**src/rtl/cam_capture_if.sv**
```systemverilog
// Camera capture bus: camera-side inputs plus the frame-buffer write port.
// The slave modport is the capture core; the master modport drives the camera
// pins and observes the write port.
interface cam_capture_if #(
  parameter int AW = 17
);
  logic          pclk_cam;
  logic          vsync_cam;
  logic          href_cam;
  logic [7:0]    wdata_cam;
  logic          cap_en;
  logic [AW-1:0] waddr;
  logic [11:0]   wdata;
  logic          wen;
  logic          frame_done;
  logic          ovf;

  modport master (
    output pclk_cam, vsync_cam, href_cam, wdata_cam, cap_en,
    input  waddr, wdata, wen, frame_done, ovf
  );

  modport slave (
    input  pclk_cam, vsync_cam, href_cam, wdata_cam, cap_en,
    output waddr, wdata, wen, frame_done, ovf
  );
endinterface

```
**src/rtl/cam_capture.sv**
```systemverilog
// Camera capture core: oversamples an 8-bit DVP camera bus on the system
// clock, packs byte pairs into RGB444 pixels and writes them row-major into a
// H_PIX x V_PIX frame buffer. Out-of-range pixels are dropped and flagged in
// the sticky ovf output.
// Optional build macro CAM_DECIMATE_EN: keep only even pixels of even lines
// (e.g. 640x480 sensor onto a 320x240 buffer).
module cam_capture #(
  parameter int H_PIX = 320,
  parameter int V_PIX = 240,
  parameter int AW    = 17
) (
  input logic          CLK100MHZ,
  input logic          rst_n,
  cam_capture_if.slave cam
);

  localparam int CW = $clog2(H_PIX + 1);
  localparam int RW = $clog2(V_PIX + 1);

  typedef enum logic [1:0] {IDLE, WAIT_VS, ACTIVE} state_t;

  // bit 0 = sync1, bit 1 = sync2, bit 2 = sync3 (edge-detect history)
  logic [2:0]    pclk_s_q, vs_s_q, href_s_q;
  logic [7:0]    dat_s1_q, dat_s2_q;

  state_t        state_q;
  logic [CW-1:0] col_q;
  logic [RW-1:0] row_q;
  logic          phase_q;
  logic [3:0]    r_q;
  logic          ovf_q;
  logic          frame_done_q;
`ifdef CAM_DECIMATE_EN
  logic          pix_odd_q;
  logic          line_odd_q;
`endif

  logic          vld_p0;
  logic [AW-1:0] addr_p0;
  logic [11:0]   pix_p0;

  logic          wen_q;
  logic [AW-1:0] waddr_q;
  logic [11:0]   wdata_q;

  logic          pclk_rise, vs_rise, vs_fall, href_fall, href_lvl;
  logic [7:0]    byte_s;
  logic          keep_d, keep_line_d, in_bounds_d;
  logic [AW-1:0] addr_d;

  assign pclk_rise = pclk_s_q[1] & ~pclk_s_q[2];
  assign vs_rise   = vs_s_q[1] & ~vs_s_q[2];
  assign vs_fall   = ~vs_s_q[1] & vs_s_q[2];
  assign href_fall = ~href_s_q[1] & href_s_q[2];
  assign href_lvl  = href_s_q[1];
  assign byte_s    = dat_s2_q;

  // Two-flop synchronizers plus one history flop for edge detection
  always_ff @(posedge CLK100MHZ or negedge rst_n) begin
    if (!rst_n) begin
      pclk_s_q <= '0;
      vs_s_q   <= '0;
      href_s_q <= '0;
      dat_s1_q <= '0;
      dat_s2_q <= '0;
    end else begin
      pclk_s_q <= {pclk_s_q[1:0], cam.pclk_cam};
      vs_s_q   <= {vs_s_q[1:0], cam.vsync_cam};
      href_s_q <= {href_s_q[1:0], cam.href_cam};
      dat_s1_q <= cam.wdata_cam;
      dat_s2_q <= dat_s1_q;
    end
  end

  // Pixel keep decision, bounds test and row-major address for the current pixel
  always_comb begin
`ifdef CAM_DECIMATE_EN
    keep_d      = ~pix_odd_q & ~line_odd_q;
    keep_line_d = ~line_odd_q;
`else
    keep_d      = 1'b1;
    keep_line_d = 1'b1;
`endif
    in_bounds_d = (col_q < CW'(H_PIX)) && (row_q < RW'(V_PIX));
    addr_d      = AW'(row_q) * AW'(H_PIX) + AW'(col_q);
  end

  // Frame FSM with line/pixel counters; a completed in-bounds pixel enters stage p0
  always_ff @(posedge CLK100MHZ or negedge rst_n) begin
    if (!rst_n) begin
      state_q      <= IDLE;
      col_q        <= '0;
      row_q        <= '0;
      phase_q      <= 1'b0;
      r_q          <= '0;
      ovf_q        <= 1'b0;
      frame_done_q <= 1'b0;
      vld_p0       <= 1'b0;
      addr_p0      <= '0;
      pix_p0       <= '0;
`ifdef CAM_DECIMATE_EN
      pix_odd_q    <= 1'b0;
      line_odd_q   <= 1'b0;
`endif
    end else begin
      vld_p0       <= 1'b0;
      frame_done_q <= 1'b0;
      case (state_q)
        IDLE: begin
          if (vs_rise) state_q <= WAIT_VS;
        end
        WAIT_VS: begin
          if (vs_fall) begin
            if (cam.cap_en) begin
              state_q    <= ACTIVE;
              col_q      <= '0;
              row_q      <= '0;
              phase_q    <= 1'b0;
`ifdef CAM_DECIMATE_EN
              pix_odd_q  <= 1'b0;
              line_odd_q <= 1'b0;
`endif
            end else begin
              state_q <= IDLE;
            end
          end
        end
        ACTIVE: begin
          if (vs_rise) begin
            // frame ends (possibly mid-line); counters restart at next frame start
            state_q      <= WAIT_VS;
            frame_done_q <= 1'b1;
            phase_q      <= 1'b0;
          end else begin
            if (pclk_rise && href_lvl) begin
              if (!phase_q) begin
                r_q     <= byte_s[3:0];
                phase_q <= 1'b1;
              end else begin
                phase_q <= 1'b0;
`ifdef CAM_DECIMATE_EN
                pix_odd_q <= ~pix_odd_q;
`endif
                if (keep_d) begin
                  if (in_bounds_d) begin
                    vld_p0  <= 1'b1;
                    addr_p0 <= addr_d;
                    pix_p0  <= {r_q, byte_s};
                    col_q   <= col_q + CW'(1);
                  end else begin
                    ovf_q <= 1'b1;
                  end
                end
              end
            end
            // line end is applied after the byte above so it wins on col/phase
            if (href_fall) begin
              col_q   <= '0;
              phase_q <= 1'b0;
`ifdef CAM_DECIMATE_EN
              pix_odd_q  <= 1'b0;
              line_odd_q <= ~line_odd_q;
`endif
              if (keep_line_d && (row_q != RW'(V_PIX))) row_q <= row_q + RW'(1);
            end
          end
        end
        default: state_q <= IDLE;
      endcase
    end
  end

  // Output stage p1: registered write strobe, suppressed once the frame has ended
  always_ff @(posedge CLK100MHZ or negedge rst_n) begin
    if (!rst_n) begin
      wen_q   <= 1'b0;
      waddr_q <= '0;
      wdata_q <= '0;
    end else begin
      wen_q <= vld_p0 && (state_q == ACTIVE) && !vs_rise;
      if (vld_p0) begin
        waddr_q <= addr_p0;
        wdata_q <= pix_p0;
      end
    end
  end

  assign cam.waddr      = waddr_q;
  assign cam.wdata      = wdata_q;
  assign cam.wen        = wen_q;
  assign cam.frame_done = frame_done_q;
  assign cam.ovf        = ovf_q;

endmodule

```
**src/flat_wrapper.sv**
```systemverilog
// flat-port wrapper written by rule: the top's interface ports become plain ports
module cam_capture_flat 
#(
  parameter int H_PIX = 320,
  parameter int V_PIX = 240,
  parameter int AW    = 17
)
  (CLK100MHZ, rst_n, cam_pclk_cam, cam_vsync_cam, cam_href_cam, cam_wdata_cam, cam_cap_en, cam_waddr, cam_wdata, cam_wen, cam_frame_done, cam_ovf);
  cam_capture_if #(.AW(AW)) cam_i ();
  input logic CLK100MHZ;
  input logic rst_n;
  input wire logic [$bits(cam_i.pclk_cam)-1:0] cam_pclk_cam;
  input wire logic [$bits(cam_i.vsync_cam)-1:0] cam_vsync_cam;
  input wire logic [$bits(cam_i.href_cam)-1:0] cam_href_cam;
  input wire logic [$bits(cam_i.wdata_cam)-1:0] cam_wdata_cam;
  input wire logic [$bits(cam_i.cap_en)-1:0] cam_cap_en;
  output wire logic [$bits(cam_i.waddr)-1:0] cam_waddr;
  output wire logic [$bits(cam_i.wdata)-1:0] cam_wdata;
  output wire logic [$bits(cam_i.wen)-1:0] cam_wen;
  output wire logic [$bits(cam_i.frame_done)-1:0] cam_frame_done;
  output wire logic [$bits(cam_i.ovf)-1:0] cam_ovf;
  assign cam_i.pclk_cam = cam_pclk_cam;
  assign cam_i.vsync_cam = cam_vsync_cam;
  assign cam_i.href_cam = cam_href_cam;
  assign cam_i.wdata_cam = cam_wdata_cam;
  assign cam_i.cap_en = cam_cap_en;
  assign cam_waddr = cam_i.waddr;
  assign cam_wdata = cam_i.wdata;
  assign cam_wen = cam_i.wen;
  assign cam_frame_done = cam_i.frame_done;
  assign cam_ovf = cam_i.ovf;
  cam_capture #(.H_PIX(H_PIX), .V_PIX(V_PIX), .AW(AW)) u_core (.CLK100MHZ(CLK100MHZ), .rst_n(rst_n), .cam(cam_i));
endmodule
```
**config.mk**
```make
export PLATFORM = sky130hd
export DESIGN_NAME = cam_capture_flat
export DESIGN_NICKNAME = d
export VERILOG_FILES = /design/src/rtl/cam_capture_if.sv /design/src/rtl/cam_capture.sv /design/src/flat_wrapper.sv
export SDC_FILE = /design/constraint.sdc
export NUM_CORES = 1
export LEC_CHECK = 0
export ABC_AREA = 1
export CAP_MARGIN = 40
export CORE_AREA = 2 2 98 100
export CTS_BUF_LIST = sky130_fd_sc_hd__clkbuf_8 sky130_fd_sc_hd__clkbuf_16
export CTS_CLUSTER_DIAMETER = 120
export CTS_CLUSTER_SIZE = 24
export DETAILED_ROUTE_END_ITERATION = 10
export DIE_AREA = 0 0 100 102
export GPL_TIMING_DRIVEN = 0
export PLACE_DENSITY = 0.82
export SYNTH_ARGS = -nofsm -noshare
export SYNTH_HDL_FRONTEND = slang
export SYNTH_SLANG_ARGS = --single-unit
```
**constraint.sdc**
```tcl
create_clock -name CLK100MHZ -period 6.7 [get_ports CLK100MHZ]
set_clock_uncertainty 0.1 [all_clocks]
set_input_delay 1.34 -clock CLK100MHZ [delete_from_list [all_inputs] [get_ports CLK100MHZ]]
set_output_delay 1.34 -clock CLK100MHZ [all_outputs]
set_load 0.05 [all_outputs]
```
# == Word level (Yosys, flattened, before mapping) ==
# Cells that the tools add are included.
# word_totals
output_inout_bits,32
ramBits,0
n_memories,0
register_bits,111
wordCells,95
latch_bits,0
rom_bits,0
input_bits,14
# op_classes
shifts,0
n_mul,1
n_div,0
bitwise,11
order_cmp,2
n_mux,32
eq_ne,13
n_reduce_logical,15
addsub,3
# ops
cell,count
$mux 9,7
$mux 8,5
$pmux 9 s2,1
$add 17x9->17,1
$pmux 8 s2,1
$mux 1,13
$mul 8x3->11 const B,1
$reduce_and 5->1,2
$add 9x1->9 const B,1
$lt 9x9->1 const B,1
$ne 3x1->1 const B,3
$add 8x1->8 const B,1
$lt 8x8->1 const B,1
$ne 2x1->1 const B,4
$ne 8x8->1 const B,1
$reduce_and 4->1,2
$not 1->1,7
$reduce_and 7->1,1
$mux 2,3
$reduce_and 6->1,1
$and 1x1->1,4
$logic_and 1x1->1,4
$ne 2x2->1 const B,2
$ne 4x1->1 const B,1
other kinds (9),9

# == Longest topological paths before layout ==
# depth
ltp_word,8
mapped_depth,14
depth_no_buf,14

# == Least setup slack after synthesis ==
# No wires, ideal clock.
# synth_path
path_kind,input to register
from,input port cam_cap_en
to,register u_core.pix_p0[0]
n_path_buf,1
t_arrival_ns,2.192
cell_stages,10
setup_ns,0.117
slack_ns,4.291
required_ns,6.483
cell_sequence,nand2_1 nor2_2 nor2_2 nor2_4 nand2_4 nor2_8 inv_4 buf_6 nand2_1 o21ai_2
# synth_lines
item,line,source
start: declaration,flat_wrapper.sv:16,input wire logic [$bits(cam_i.cap_en)-1:0] cam_cap_en;
end signal: assignment,cam_capture.sv:148,"pix_p0 <= {r_q, byte_s};"
end: declaration,cam_capture.sv:40,logic [11:0] pix_p0;

# == Final worst setup path ==
# layout_path
from,register u_core.wdata_q[11] (netlist: u_core.cam.wdata[11])
to,output port cam_wdata[11]
# layout_lines
item,line,source
start: declaration,cam_capture.sv:44,logic [11:0] wdata_q;
start signal: assignment,cam_capture.sv:183,wdata_q <= pix_p0;
end: declaration,flat_wrapper.sv:18,output wire logic [$bits(cam_i.wdata)-1:0] cam_wdata;
# No word-level cell between the ends.

==> out/qor.txt <==
Status = finished clean
Setup TNS = 0 ps
Overall routing resource usage = 0.195
Register area share after synthesis = 0.567
Drt drc = 0
Area leader, netlist = dfrtp_1
Share of cells above drive strength 1 = 0.160
Slew of the pin with the lowest slew margin = 668 ps
Largest family of logic cells by synthesized area = simple AND/OR/NAND/NOR gates
Reg-to-reg slack, setup = 4110 ps
CORE AREA = 9110 um^2
IO Pins = 46
Minimum clock period = 3040 ps
Peak Freq = 0.329 GHz
Worst path max stage delay = 820 ps
Synth-to-Final Area Change = 16.6%
EDFF count, synth = 0
Cts bufs inserted = 9
Starting Density = 0.538
CP delay by family, top = buffers and inverters
Power Density = 248 nW/um^2
Placed inst area = 5510 um^2
Via count = 3,343
Top-count cell post-synth = nand2_1
P_leak = 2.90 nW
Max_cap viols = 0
Final hold violations = 0
Mean area per synthesized cell = 10.3 um^2
Largest net degree at the start of global routing = 59
Post-synth ARST share = 1.00
Slowest stage cell, crit path = clkdlybuf4s50_1
Ys flop type = dfrtp_1
Arr. time, crit path = 1600 ps
GR peak layer = met2
Iter 0 DRT Violations = 206
Initial antenna violation count = 0
Crit. End Element = primary output
Post-synthesis simple-gate area fraction = 0.167
Worst-Skew Late Latency = 380 ps
Fillers = 738
Mapped Cells = 475
Peak VDD IR = 0.122 mV
Syn. warnings = 0
Final Cycle Share = 0.454
Detailed-route wire length per cell = 14.0 um
Dpl hpwl = 6670 um
Unique masters post-synth = 39
Fin area = 5710 um^2
Post-Synth Adder-Cell Area = 0.0542
CTS root buffer = clkbuf_8
Fraction of synthesized area in multiplexers = 0.0621
Die extent in y = 102 um
Vias in the first global route = 3,459
Port Buffers = 45
Number of setup buffers added after CTS = 0
Cell Chain, Critical Path = clkdlybuf4s50_1
CTS tree = built
GRT overflow = 0
Hold Path Class = register to register
First-pass GRT wire length = 15,600 um
Critical path class = register to primary output
Post-synthesis xor/xnor area fraction = 0.0143
Clock sink count = 111
Met3 usage = 0.0431
Cell Area, Synth = 4900 um^2
Htree depth = 3
WP buf/inv = 1
Met2 Resource Use GR = 0.323
Storage element area = 2780 um^2
Fin. max-slew vios = 0
Setup violations, final = 0
# hold bufs at CTS = 0
Die Area = 10,200 um^2
Final #Nets = 566
Post-Route WL = 9050 um
Total power = 1.42 mW
Critical path fanouts, max = 2
CTS clk-pin slew, worst paths = 110 ps
Final ANT Viol Nets = 0
Gpl congestion = 0.857
Top cells by area, synth = dfrtp_1 57%, nand2_1 9.3%, mux2_2 6.2%, ha_1 4.6%, inv_1 3.6%
Area of the multi-input gates = 1830 um^2
Nature of the critical path startpoint = register
Synthesized Nets = 509
Vias/cell = 5.16
Antenna diodes = 0
Worst EP required = 5260 ps
GR Util met1 = 0.255
Row cnt = 35
RSZ-0062 raised after global routing = no
Clock buffer depth = 2
Yosys top cell area share = 0.567
Compound-Gate Fraction of Synth Area = 0.0769
TritonRoute pass-1 iters = 4
Post-synth top cells = 121 x nand2_1, 111 x dfrtp_1, 47 x inv_1, 27 x mux2_2
Number of gates resized after CTS = 0
Die W = 100 um
Register bit total from synthesis = 111
Slew margin rel. = 0.554
==> report_power, final <==
group	total, mW	leakage (nW)	internal, mW	switching [mW]
sequential	0.754	1.48	0.714	0.0399
combinational	0.266	1.32	0.0976	0.169
clock	0.397	0.101	0.148	0.249
total	1.42	2.90	0.959	0.458
==> per-stage QoR <==
step	hold slack, ps	util	worst slack, ps	instances
after floorplan	231	-	4290	475
after global placement	232	0.602	237	631
after detailed placement	235	0.605	3640	632
after CTS	260	0.627	3650	648
after global routing	269	0.627	3620	648
final	259	0.627	3660	648
==> path summary, 6_finish.rpt <==
| check | startpoint | end | depth (start not counted) |
|---|---|---|---|
| worst max-delay path | u_core.cam.wdata[11]$_DFFE_PN0P_ | cam_wdata[11] | 1 |
| min in group asynchronous | rst_n | u_core.dat_s1_q[4]$_DFF_PN0_ | 1 |
| worst min-delay path | u_core.dat_s1_q[0]$_DFF_PN0_ | u_core.byte_s[0]$_DFF_PN0_ | 0 |
| worst min register to register | u_core.dat_s1_q[0]$_DFF_PN0_ | u_core.byte_s[0]$_DFF_PN0_ | 0 |
| max in group asynchronous | rst_n | u_core.addr_p0[12]$_DFFE_PN0P_ | 2 |
| worst max register to register | u_core.row_q[1]$_DFFE_PN0P_ | u_core.addr_p0[15]$_DFFE_PN0P_ | 12 |
==> flip-flops by register name, summed over array words and instances (netlist names), 4 cells and up <==
register and cells:
u_core.cam.waddr 17, u_core.byte_s 8, u_core.dat_s1_q 8, u_core.cam.wdata 12, u_core.col_q 9, u_core.pix_p0 12, u_core.r_q 4, u_core.row_q 8
u_core.addr_p0 17
==> cell usage in the layout, fill, tap and decap left out, types with 2 or more instances in the layout <==
| cell type | synthesis | final |
|---|---|---|
| o21ai_1 | 5 | 5 |
| nand4_1 | 5 | 5 |
| buf_6 | 6 | 6 |
| fa_1 | 2 | 2 |
| o21ai_2 | 12 | 12 |
| nand3_1 | 24 | 24 |
| mux2_2 | 27 | 27 |
| inv_1 | 47 | 47 |
| inv_6 | 0 | 3 |
| clkbuf_1 | 2 | 2 |
| buf_4 | 1 | 2 |
| inv_2 | 3 | 3 |
| nor2_2 | 4 | 4 |
| xor2_1 | 5 | 5 |
| o22ai_2 | 2 | 2 |
| buf_1 | 2 | 2 |
| or2_2 | 2 | 2 |
| xnor2_1 | 3 | 3 |
| a21oi_1 | 7 | 7 |
| clkbuf_8 | 0 | 9 |
| a22oi_1 | 3 | 3 |
| clkdlybuf4s50_1 | 0 | 44 |
| nor2_1 | 24 | 24 |
| ha_1 | 18 | 18 |
| a31oi_1 | 2 | 2 |
| o21ai_0 | 21 | 21 |
| dfrtp_1 | 111 | 111 |
| nand2_2 | 3 | 3 |
| nand2_1 | 121 | 121 |
==> kinds of logic after synthesis <==
logic type	count (synthesis)
simple gates	189
flops	111
compound gates	57
xor+xnor	8
mux	27
fa+ha+maj	20
buf+inv	63
==> area by class of cell <==
type                            instances  share of cell area
Clock buffer                            9              0.0217
Timing Repair Buffer                   46              0.0833
Sequential cell                       111               0.487
Multi-Input combinational cell        301               0.321
Inverter                               51              0.0340
Tap cell                              111              0.0243
Buffer                                 12              0.0167
Clock inverter                          7              0.0127
==> per-layer routing <==
metal	vias up	wire length, um
met1	1607	4080
met2	67	4390
met3	18	360
met4	0	221
li1	1651	-
met5	-	0
Note: power is estimated with default switching activity, not from simulation.
==> patch: new RTL, config.mk and constraints unchanged <==
The 3 states of `state_t` get a one-hot encoding in 3 bits.
--- a/src/rtl/cam_capture.sv
+++ b/src/rtl/cam_capture.sv
@@ -18,5 +18,5 @@
   localparam int RW = $clog2(V_PIX + 1);
 
-  typedef enum logic [1:0] {IDLE, WAIT_VS, ACTIVE} state_t;
+  typedef enum logic [2:0] {IDLE = 3'b001, WAIT_VS = 3'b010, ACTIVE = 3'b100} state_t;
 
   // bit 0 = sync1, bit 1 = sync2, bit 2 = sync3 (edge-detect history)
Function: no difference found for any inputs over 10 cycles, from zero or initial values and one cycle with rst_n low; not proved beyond that.
==> patch against the unedited design <==
Cell area grew 2.6%. Wire length increased by 15%. Synthesized area up 2.9%. Sequential cell count is 1 higher. Critical path depth stayed put. Worst setup slack got worse by 8.7 ps. Combinational power up 59%. Power rose by 17%. Critical path type unchanged. Largest cell class unchanged. Highest routed layer unchanged.
==> patch: results (changes against the unedited design) <==
[run_status]
status=complete, no violations  ; unchanged

[cells_and_area]
fillers=717  ; was 738
stdcell_count=729  ; was 648
layout-drive-gt1-share=0.0922  ; was 0.160
num-nets-final=647  ; was 566

[clock_tree]
cts_resized=0  ; unchanged
insertion_delay_ps=380  ; about the same
clk_path_buf_depth=2  ; unchanged
clk_pin_slew_ps=120

[synthesis]
synthesis.nets=590  ; was 509
synth_area_per_cell_sq_um=9.06  ; was 10.3 sq um
ys_seq_area_frac=0.556  ; was 0.567
synth_area_leaders=dfrtp_1 (55%), nand2_1 (12%), inv_1 (4.8%), ha_1 (4.5%), o21ai_0 (4.4%)  ; was dfrtp_1 (57%), nand2_1 (9.3%), mux2_2 (6.2%), ha_1 (4.6%), inv_1 (3.6%)
synth.distinct_cells=37  ; was 39
synth_common_cells=nand2_1 (166), dfrtp_1 (111), inv_1 (64)  ; was nand2_1 (121), dfrtp_1 (111), inv_1 (47)
ys.flop_type=dfrtp_1  ; unchanged

[global_route]
grt_use_total=0.223  ; was 0.195
grt_max_degree=64  ; was 59
grt_pass1_vias=3910  ; was 3459
use_met2=0.380  ; was 0.323
grt_pass1_wl_mm=17.9  ; was 15.6 mm
met3_usage=0.0342  ; was 0.0431
globalRouteMet1Util=0.287  ; was 0.255

[pwr]
pg_comb_w=0.000424  ; was 0.000266 W
powerClk_w=0.000414  ; was 0.000397 W
peakVddDrop_uv=162  ; was 122 uV
switching_power_w=0.000604  ; was 0.000458 W
p_leak_nw=2.85  ; was 2.90 nW
power.internal_w=0.00106  ; was 0.000959 W

[drt]
num_vias=3864  ; was 3343
met2_length_mm=5.16  ; was 4.39 mm
drt-pass1-iter-count=5  ; was 4
met1_length_mm=4.46  ; was 4.08 mm
drt_iter0_drc=255  ; was 206
totalWireLength_mm=10.4  ; was 9.05 mm
met3WireLength_um=411  ; was 360 um

[placement]
post_dp_cell_area_sq_um=5650  ; was 5510 sq um
globalplace.congestion=0.859  ; was 0.857
place_inst=713  ; was 632
dpl.hpwl_mm=7.37  ; was 6.67 mm

[timing]
worst_slew_pin_slew_ps=821  ; was 668 ps
whs_ps=262  ; was 259 ps
fmax_mhz=328  ; was 329 MHz

[min_path]
min_from=u_core.href_s_q[0]  ; was u_core.dat_s1_q[0]
holdPathEnd=u_core.href_s_q[1]  ; was u_core.byte_s[0]

[setup_path]
crit_end=cam_waddr[11]  ; was cam_wdata[11]
crit_start=u_core.cam.waddr[11]  ; was u_core.cam.wdata[11]
r2r_start=u_core.row_q[3]  ; was u_core.row_q[1]

==> patch: cell count changes in the layout (fill, tap and decap cells not counted), moves of 4 or more <==
cell	before	now
clkbuf_1	2	6
o21ai_2	12	4
nand2_2	3	7
mux2_2	27	4
nor3_1	1	6
o21ai_0	21	44
o21ai_1	5	10
nor2_1	24	32
nand2_1	121	166
inv_1	47	64
==> patch: layout make-up <==
type | count | area, sq um | area share
tap | 111 | 139 | 0.0237
timing repair buffer | 46 | 475 | 0.0812
clock inverter | 7 | 80.1 | 0.0137
inverter | 71 | 268 | 0.0457
buffer | 15 | 108 | 0.0184
clock buffer | 9 | 124 | 0.0211
sequential | 112 | 2800 | 0.479
multi-input combinational | 358 | 1860 | 0.318
==> patch: cells by family after synthesis <==
logic type | synth area share
AND/OR/NAND/NOR | 0.220
XOR/XNOR | 0.00869
adder cells (fa/ha/maj) | 0.0526
AO/OA/AOI/OAI | 0.0785
flip-flops | 0.556
buffers and inverters | 0.0745
multiplexers | 0.00894
